--- config.mk ---
export PLATFORM = sky130hd
export DESIGN_NAME = dual_muladd_seq
export DESIGN_NICKNAME = d
export VERILOG_FILES = /design/src/rtl/dual_muladd_seq.sv
export SDC_FILE = /design/constraint.sdc
export NUM_CORES = 2
export LEC_CHECK = 0
export ABC_AREA = 1
export CAP_MARGIN = 20
export CORE_MARGIN = 5
export CORE_UTILIZATION = 45
export DETAILED_ROUTE_END_ITERATION = 16
export DONT_BUFFER_PORTS = 1
export SLEW_MARGIN = 10
export SYNTH_ARGS = -nofsm -noshare
export SYNTH_HDL_FRONTEND = slang
export SYNTH_SLANG_ARGS = --single-unit
--- constraint.sdc ---
create_clock -name ap_clk -period 5.5 [get_ports ap_clk]
set_clock_uncertainty 0.1 [all_clocks]
set_input_delay 0.55 -clock ap_clk [delete_from_list [all_inputs] [get_ports ap_clk]]
set_output_delay 0.55 -clock ap_clk [all_outputs]
set_load 0.03 [all_outputs]
--- src/rtl/dual_muladd_seq.sv ---
// dual_muladd_seq: issues both lanes of a dual signed mul-add through one
// shared 3-stage pipeline at one pair per two cycles, reassembles the packed
// {dout0, dout1} result and buffers it in a credit-gated result FIFO.
module dual_muladd_seq #(
  parameter int unsigned DEPTH = 4
) (
  input  logic        ap_clk,
  input  logic        ap_rst,
  input  logic        ap_ce,
  input  logic        in_valid,
  output logic        in_ready,
  input  logic [26:0] a0,
  input  logic [26:0] a1,
  input  logic [17:0] b0,
  input  logic [17:0] b1,
  input  logic [47:0] c0,
  input  logic [47:0] c1,
  output logic        out_valid,
  input  logic        out_ready,
  output logic [95:0] ap_return
);

  localparam int unsigned PW = (DEPTH > 1) ? $clog2(DEPTH) : 1;
  localparam int unsigned CW = $clog2(DEPTH + 1);

  typedef enum logic {IDLE, LANE1} state_t;

  state_t      state_q, state_d;

  // Lane-1 operands parked while lane 0 enters the pipeline
  logic [26:0] hold_a_q, hold_a_d;
  logic [17:0] hold_b_q, hold_b_d;
  logic [47:0] hold_c_q, hold_c_d;

  // Shared pipeline, one lane tag per stage
  logic        s1_vld_q, s1_vld_d, s1_tag_q, s1_tag_d;
  logic [26:0] s1_a_q, s1_a_d;
  logic [17:0] s1_b_q, s1_b_d;
  logic [47:0] s1_c_q, s1_c_d;
  logic        s2_vld_q, s2_vld_d, s2_tag_q, s2_tag_d;
  logic [44:0] s2_m_q, s2_m_d;
  logic [47:0] s2_c_q, s2_c_d;
  logic        s3_vld_q, s3_vld_d, s3_tag_q, s3_tag_d;
  logic [47:0] s3_p_q, s3_p_d;

  // Collection and result FIFO
  logic [47:0] lane0_q, lane0_d;
  logic [95:0] mem_q [DEPTH];
  logic [95:0] mem_d [DEPTH];
  logic [PW-1:0] rd_ptr_q, rd_ptr_d, wr_ptr_q, wr_ptr_d;
  logic [CW-1:0] count_q, count_d, inflight_q, inflight_d;

  logic        credit_ok, accept, push, pop;
  logic [44:0] a_ext, b_ext;

  // Handshake qualifiers and visible outputs
  always_comb begin
    credit_ok = (32'(inflight_q) + 32'(count_q)) < DEPTH;
    in_ready  = ~ap_rst & ap_ce & (state_q == IDLE) & credit_ok;
    accept    = in_valid & in_ready;
    out_valid = (count_q != '0);
    ap_return = out_valid ? mem_q[rd_ptr_q] : '0;
    push      = s3_vld_q & s3_tag_q;
    pop       = out_ready & out_valid;
  end

  // Issue FSM: lane 0 on accept, lane 1 from the hold register next cycle
  always_comb begin
    state_d  = state_q;
    hold_a_d = hold_a_q;
    hold_b_d = hold_b_q;
    hold_c_d = hold_c_q;
    s1_vld_d = 1'b0;
    s1_tag_d = 1'b0;
    s1_a_d   = s1_a_q;
    s1_b_d   = s1_b_q;
    s1_c_d   = s1_c_q;
    case (state_q)
      IDLE: begin
        if (accept) begin
          s1_vld_d = 1'b1;
          s1_tag_d = 1'b0;
          s1_a_d   = a0;
          s1_b_d   = b0;
          s1_c_d   = c0;
          hold_a_d = a1;
          hold_b_d = b1;
          hold_c_d = c1;
          state_d  = LANE1;
        end
      end
      LANE1: begin
        s1_vld_d = 1'b1;
        s1_tag_d = 1'b1;
        s1_a_d   = hold_a_q;
        s1_b_d   = hold_b_q;
        s1_c_d   = hold_c_q;
        state_d  = IDLE;
      end
      default: state_d = IDLE;
    endcase
  end

  // Multiply in S2, sign-extended add modulo 2^48 in S3
  always_comb begin
    // Equal-width sign-extended operands give the exact 45-bit signed product
    a_ext    = {{18{s1_a_q[26]}}, s1_a_q};
    b_ext    = {{27{s1_b_q[17]}}, s1_b_q};
    s2_vld_d = s1_vld_q;
    s2_tag_d = s1_tag_q;
    s2_m_d   = a_ext * b_ext;
    s2_c_d   = s1_c_q;
    s3_vld_d = s2_vld_q;
    s3_tag_d = s2_tag_q;
    s3_p_d   = {{3{s2_m_q[44]}}, s2_m_q} + s2_c_q;
  end

  // Pair reassembly, FIFO pointers/occupancy and outstanding-pair credits
  always_comb begin
    lane0_d  = lane0_q;
    mem_d    = mem_q;
    wr_ptr_d = wr_ptr_q;
    rd_ptr_d = rd_ptr_q;
    count_d  = count_q;
    inflight_d = inflight_q;
    if (s3_vld_q && !s3_tag_q) begin
      lane0_d = s3_p_q;
    end
    if (push) begin
      mem_d[wr_ptr_q] = {lane0_q, s3_p_q};
      wr_ptr_d = (wr_ptr_q == PW'(DEPTH - 1)) ? '0 : wr_ptr_q + 1'b1;
    end
    if (pop) begin
      rd_ptr_d = (rd_ptr_q == PW'(DEPTH - 1)) ? '0 : rd_ptr_q + 1'b1;
    end
    if (push && !pop) begin
      count_d = count_q + 1'b1;
    end else if (!push && pop) begin
      count_d = count_q - 1'b1;
    end
    if (accept && !push) begin
      inflight_d = inflight_q + 1'b1;
    end else if (!accept && push) begin
      inflight_d = inflight_q - 1'b1;
    end
  end

  // State registers: synchronous reset, everything frozen while ap_ce is low
  always_ff @(posedge ap_clk) begin
    if (ap_rst) begin
      state_q    <= IDLE;
      hold_a_q   <= '0;
      hold_b_q   <= '0;
      hold_c_q   <= '0;
      s1_vld_q   <= 1'b0;
      s1_tag_q   <= 1'b0;
      s1_a_q     <= '0;
      s1_b_q     <= '0;
      s1_c_q     <= '0;
      s2_vld_q   <= 1'b0;
      s2_tag_q   <= 1'b0;
      s2_m_q     <= '0;
      s2_c_q     <= '0;
      s3_vld_q   <= 1'b0;
      s3_tag_q   <= 1'b0;
      s3_p_q     <= '0;
      lane0_q    <= '0;
      wr_ptr_q   <= '0;
      rd_ptr_q   <= '0;
      count_q    <= '0;
      inflight_q <= '0;
    end else if (ap_ce) begin
      state_q    <= state_d;
      hold_a_q   <= hold_a_d;
      hold_b_q   <= hold_b_d;
      hold_c_q   <= hold_c_d;
      s1_vld_q   <= s1_vld_d;
      s1_tag_q   <= s1_tag_d;
      s1_a_q     <= s1_a_d;
      s1_b_q     <= s1_b_d;
      s1_c_q     <= s1_c_d;
      s2_vld_q   <= s2_vld_d;
      s2_tag_q   <= s2_tag_d;
      s2_m_q     <= s2_m_d;
      s2_c_q     <= s2_c_d;
      s3_vld_q   <= s3_vld_d;
      s3_tag_q   <= s3_tag_d;
      s3_p_q     <= s3_p_d;
      lane0_q    <= lane0_d;
      mem_q      <= mem_d;
      wr_ptr_q   <= wr_ptr_d;
      rd_ptr_q   <= rd_ptr_d;
      count_q    <= count_d;
      inflight_q <= inflight_d;
    end
  end

endmodule

# Word level (Yosys, flattened, before mapping)

Index checks and enable logic that the tools add are counted.

$add $sub $neg: 8
$mul: 1
Magnitude comparators: 4
Equality and inequality tests: 3
Muxes and demuxes: 23
Bitwise operators: 10
Reduce and logical (&&, ||, !) cells: 21

Operators with widths:

| cell                                                                | number |
|---|---|
| 384-bit bitwise mux                                                 | 1 |
| 96-bit 2-to-1 mux                                                   | 4 |
| 96-bit binary-select mux with 2-bit select                          | 1 |
| 96-bit demux with 2-bit select                                      | 1 |
| 48-bit case mux with 2 select lines                                 | 1 |
| 27-bit case mux with 2 select lines                                 | 1 |
| 48-bit adder                                                        | 1 |
| 48-bit 2-to-1 mux                                                   | 1 |
| 27-bit by 18-bit multiplier with 45-bit output                      | 1 |
| 18-bit case mux with 2 select lines                                 | 1 |
| 27-bit 2-to-1 mux                                                   | 1 |
| 18-bit 2-to-1 mux                                                   | 1 |
| 3-bit 2-to-1 mux                                                    | 4 |
| 2-bit AND reduction                                                 | 6 |
| 3-bit by 1-bit adder with 3-bit output (second input constant)      | 2 |
| 1-bit bitwise AND                                                   | 6 |
| 3-bit greater-or-equal comparator (second input constant)           | 2 |
| 1-bit logical AND                                                   | 6 |
| 2-bit NOT with 3-bit output                                         | 2 |
| 1-bit case mux with 2 select lines                                  | 3 |
| 3-bit AND reduction                                                 | 2 |
| 3-bit by 1-bit subtractor with 3-bit output (second input constant) | 2 |
| 2-bit by 1-bit adder with 2-bit output (second input constant)      | 2 |
| 3-bit by 3-bit adder with 4-bit output                              | 1 |
| 10 further kinds                                                    | 17 |

Bits in registers: 776
Bits of input ports: 191
Logic and storage cells: 95

# Depth between registers and ports, before layout

Word-level depth: 9
Depth in mapped cells: 31
Depth with buffers taken out: 29

# Worst setup path after synthesis

No wires, ideal clock.

Path type: input to register
From: input port ap_rst
To: register mem_q[0] (netlist bit), enable pin
Arrival time: 5.269 ns
Data required time: 4.848 ns
Setup slack: -0.421 ns
Stages: 6
Path buffers: 3
Cell sequence: clkbuf_1 inv_1 buf_2 buf_1 nand2_1 nor2_1

Longest elaborated chain between the ends: 2

RTL lines:

| element                       | RTL line | RTL |
|---|---|---|
| start, declared               | 8        | `input logic ap_rst,` |
| 1-bit NOT (no line)           | -        |  |
| 3-bit AND reduction (no line) | -        |  |
| end signal, assigned          | 190      | `mem_q <= mem_d;` |
| end, declared                 | 48       | `logic [95:0] mem_q [DEPTH];` |

No other way between the ends.
A chain may end at the register's enable or synchronous reset.

# Final worst setup path

From: register s1_b_q[17]
To: register s2_m_q[43]

Longest elaborated chain between the ends: 1

RTL lines:

| element                                        | RTL line | RTL |
|---|---|---|
| start, declared                                | 38       | `logic [17:0] s1_b_q, s1_b_d;` |
| start signal, assigned                         | 158      | `s1_b_q <= '0;` |
| start signal, assigned                         | 180      | `s1_b_q <= s1_b_d;` |
| 27-bit by 18-bit multiplier with 45-bit output | 111      | `s2_m_d = a_ext * b_ext;` |
| end signal, assigned                           | 184      | `s2_m_q <= s2_m_d;` |
| end, declared                                  | 41       | `logic [44:0] s2_m_q, s2_m_d;` |

No other way between the ends.

==> run summary <==
GLOBAL ROUTING
--------------------------------------------------------------------------------------
Via count of the first global-routing pass                                      42,800
GRT Residual Overflow                                                                0
Pin count of the biggest net entering global routing                               197
Initial antenna violation count                                                      5
First-pass GRT wire length                                                  240,000 um
Global-route total usage across every layer                                      24.9%

PLACEMENT
--------------------------------------------------------------------------------------
Weighted congestion at the end of routability-driven global placement            0.948
Detailed placer's ending HPWL                                               111,000 um
Placed cell count                                                                8,018
Number of port buffers                                                               0

SYNTHESIS
--------------------------------------------------------------------------------------
Most area-consuming cells after synthesis                                 edfxtp_1 (22%), fa_1 (18%), dfxtp_1 (15%)
Async SR Flop Fraction                                                              0%
Post-synthesis adder-cell area fraction                                          22.2%
Average footprint of a synthesized cell                                       8.05 um2
Post-synthesis sequential area ratio                                             37.0%
Most common cell in the synthesized netlist                                    nand2_1
Synth unique cells                                                                  34
Dominant combinational cell family by area after synthesis                 adder cells
Post-Syn Instances                                                               6,500
EDFF count, synth                                                                  384
Fraction of the mapped netlist area in compound gates                            8.14%
Parity-gate share of the synthesized area counting xor and xnor cells           0.602%
Area leader, netlist                                                          edfxtp_1
Number of synthesis warnings                                                         0
Area fraction of the dominant cell type after synthesis                          22.0%
Most used flip-flop cell after synthesis                                       dfxtp_1
Synthesized netlist net count                                                    7,334
Post-synthesis mux area share                                                    1.78%
Synth cell count leaders                                                  nand2_1 (1,265), inv_1 (1,218), nor2_1 (1,127)
Number of storage elements in the synthesis netlist                                776
Post-synthesis simple-gate area fraction                                         19.0%
Netlist area before placement                                               52,400 um2

POWER AND IR DROP
--------------------------------------------------------------------------------------
Logic pwr share                                                                  23.3%
Psw                                                                            5000 uW
Largest vdd supply drop                                                       0.270 mV
Post-layout power                                                            16,000 uW
Fraction of power consumed by the clock network                                  35.6%
Sequential share of power                                                        41.1%
Sw Share                                                                         31.3%
Internal cell power                                                          11,000 uW
Cell Pwr Density                                                            252 nW/um2
Reported leakage power                                                       0.0302 uW

ROUTE
--------------------------------------------------------------------------------------
Number of optimization iterations in the first detailed-route pass                   6
Residual DRC                                                                         0
Antenna Violating Nets Remaining                                                     0
Count of vias placed by the detailed router                                     43,000
Total wire length after detailed routing                                    157,000 um
Routed length per instance                                                     18.5 um
Vias per std cell                                                                 5.07
Number of DRC violations after detailed-routing iteration 0                      3,030

STA
--------------------------------------------------------------------------------------
FMAX                                                                           176 MHz
Slew Viols, Final                                                                    0
Transition time of the tightest slew-check pin                                 1220 ps
Hold violation total from the final report                                           0
Part of the cycle the worst path needs                                            103%
Post-layout worst setup margin                                                 -174 ps
Count of final setup violators                                                      23
Period minus WS final                                                          5670 ps
RSZ-0062 raised after global routing                                               yes
Setup TNS                                                                     -1900 ps
Slew margin rel.                                                                 18.5%

JOB
--------------------------------------------------------------------------------------
Max-cap violations                                                                   0

SETUP PATH
--------------------------------------------------------------------------------------
CP cell instances                                                         inv_4 -> buf_12 -> buf_12 -> or2_2 -> fa_1 -> fa_1 -> fa_1 -> inv_1 -> fa_1 -> inv_1 -> fa_1 -> inv_1 -> fa_1 -> ha_1 -> buf_4 -> inv_1 -> nor3_4 -> nand2_2 -> nor2_4 -> nand3_4 -> nand4_1 -> nand3_1 -> nand2_1 -> inv_1
Kind of critical path                                                          reg2reg
Stage delay of the slowest cell on the critical path                            530 ps
Required time of the critical path                                             5960 ps
Endpoint type of the worst setup path                                             flop
Kind of start point of the critical path                                          flop
WP buf/inv                                                                           9
Most repeated library cell on the critical path                                   fa_1
Maximum fanout encountered on the critical timing path                               5
Arrival time at the worst endpoint                                             6130 ps
Worst-path cell with the longest stage delay                                      fa_1
Top Family by Delay on Critical Path                                       adder cells

FINISH
--------------------------------------------------------------------------------------
Layout Area Growth over Synthesis                                                21.4%
Finished Layout Cells                                                            8,467
Layout cells sized above 1                                                       13.0%
Filler instances                                                                10,600
Nets                                                                             7,711
Final core utilization                                                           54.8%

FLOORPLANNING
--------------------------------------------------------------------------------------
Area of the core                                                           116,000 um2
Initial Utilization                                                              45.2%
FP Rows                                                                            125
Die Y-Extent                                                                    351 um
Number of ports placed on the die boundary                                         289
Area of the die                                                            123,000 um2
Width of the chip                                                               351 um

MIN PATH
--------------------------------------------------------------------------------------
Tightest Hold Check Type                                                        in2reg

CTS
--------------------------------------------------------------------------------------
H-tree level count                                                                   3
CTS tree                                                                           yes
Root Buffer                                                                  clkbuf_16
Number of buffers on the longest clock path                                          3
Clock net sink count                                                               776
Clock network latency to the later pin of the worst-skew pair                   670 ps
Clock slew at the register clock pins of the worst setup and hold paths          60 ps
Cts bufs inserted                                                                   84

OUTCOME
--------------------------------------------------------------------------------------
Run status                                                                complete, but fails checks
Failing checks                                                            setup timing

==> metal layers <==
| layer | global-route usage (%) | share of wire (%) | up-vias |
|---|---|---|---|
| li1 | - | - | 20700 |
| met1 | 33.0 | 43 | 20700 |
| met2 | 42.4 | 47 | 1323 |
| met3 | 3.36 | 6.0 | 264 |
| met4 | 8.05 | 3.8 | 0 |
| met5 | 0 | 0 | - |
==> power by group through the flow <==
stage	Clock (uW)	Sequential, uW	Combinational [uW]
after floorplan	0	6510	2060
after global placement	0	6670	3080
after detailed placement	0	6680	3110
after CTS	5820	6560	3400
after global routing	6060	6590	4100
final	5710	6580	3720
==> layout make-up <==
class | instances | area (um2) | share of cell area [%]
antenna | 1 | 2.50 | 0.00394
clock buffer | 111 | 2320 | 3.66
clock inverter | 40 | 503 | 0.792
inverter | 1222 | 4610 | 7.25
multi-input combinational | 4184 | 28500 | 44.9
sequential | 776 | 19500 | 30.6
tap | 1524 | 1910 | 3.00
timing repair buffer | 609 | 6210 | 9.77
==> cells by family after synthesis <==
group / count (synthesis)
buffers and inverters: 1540
multiplexers: 93
XOR/XNOR: 36
flip-flops: 776
AO/OA/AOI/OAI: 837
adder cells (fa/ha/maj): 643
AND/OR/NAND/NOR: 2575
==> state kept, by name, indices dropped and copies added, names as in the netlist, 2 cells and up <==
signal / flops
s1_a_q: 27
count_q: 3
s1_b_q: 18
rd_ptr_q: 2
s3_p_q: 48
hold_b_q: 18
s1_c_q: 48
s2_m_q: 45
lane0_q: 48
hold_c_q: 48
wr_ptr_q: 2
inflight_q: 3
s2_c_q: 48
mem_q: 384
hold_a_q: 27
==> cell usage in the layout, fill, tap and decap left out, types with 13 or more instances in the layout <==
master,count
mux2i_1,93
nand3_1,116
buf_6,44
dlygate4sd3_1,222
clkbuf_16,93
fa_1,456
o21ai_1,51
nand4_1,33
ha_4,22
dfxtp_4,21
nand2_1,1137
xor2_1,25
nor2_1,1075
a21oi_2,14
dfxtp_1,358
ha_1,143
nand2_4,26
nor2_2,22
buf_12,55
inv_1,1157
nor2_4,30
nand2_2,100
dfxtp_2,13
buf_4,275
clkinv_2,17
inv_2,57
fa_2,20
edfxtp_1,384
clkbuf_1,15
a21oi_1,241
o21ai_0,495
==> timing repair <==
item,in CTS,in global routing
pin swaps,18,169
setup endpoints to repair,34,33
setup buffers,15,50
resized for setup,169,344
endpoints found under the hold margin,223,5
gates cloned,3,9
hold buffers,221,1
==> final timing paths <==
check                               start  depth (start not counted)  slack, ps                       to
hold reg to reg   s1_c_q[43]$_SDFFE_PP0P_                          2        380  s2_c_q[43]$_SDFFE_PP0P_
setup reg to reg  s1_b_q[17]$_SDFFE_PP0P_                         24       -170  s2_m_q[43]$_SDFFE_PP0P_
setup / recovery  s1_b_q[17]$_SDFFE_PP0P_                         24       -170  s2_m_q[43]$_SDFFE_PP0P_
hold / removal                     c0[45]                          2         30  s1_c_q[45]$_SDFFE_PP0P_
==> through the flow <==
step / instance area (um2) / hold WS, ps / setup slack, ps
final: 63500 / 32.2 / -174
after global routing: 63500 / 20.8 / -355
after CTS: 61800 / -37.4 / -194
after detailed placement: 56000 / 353 / -568
after global placement: 56000 / 353 / -613
after floorplan: 52400 / 341 / -421
No activity file was read; power rests on OpenSTA's default activity.
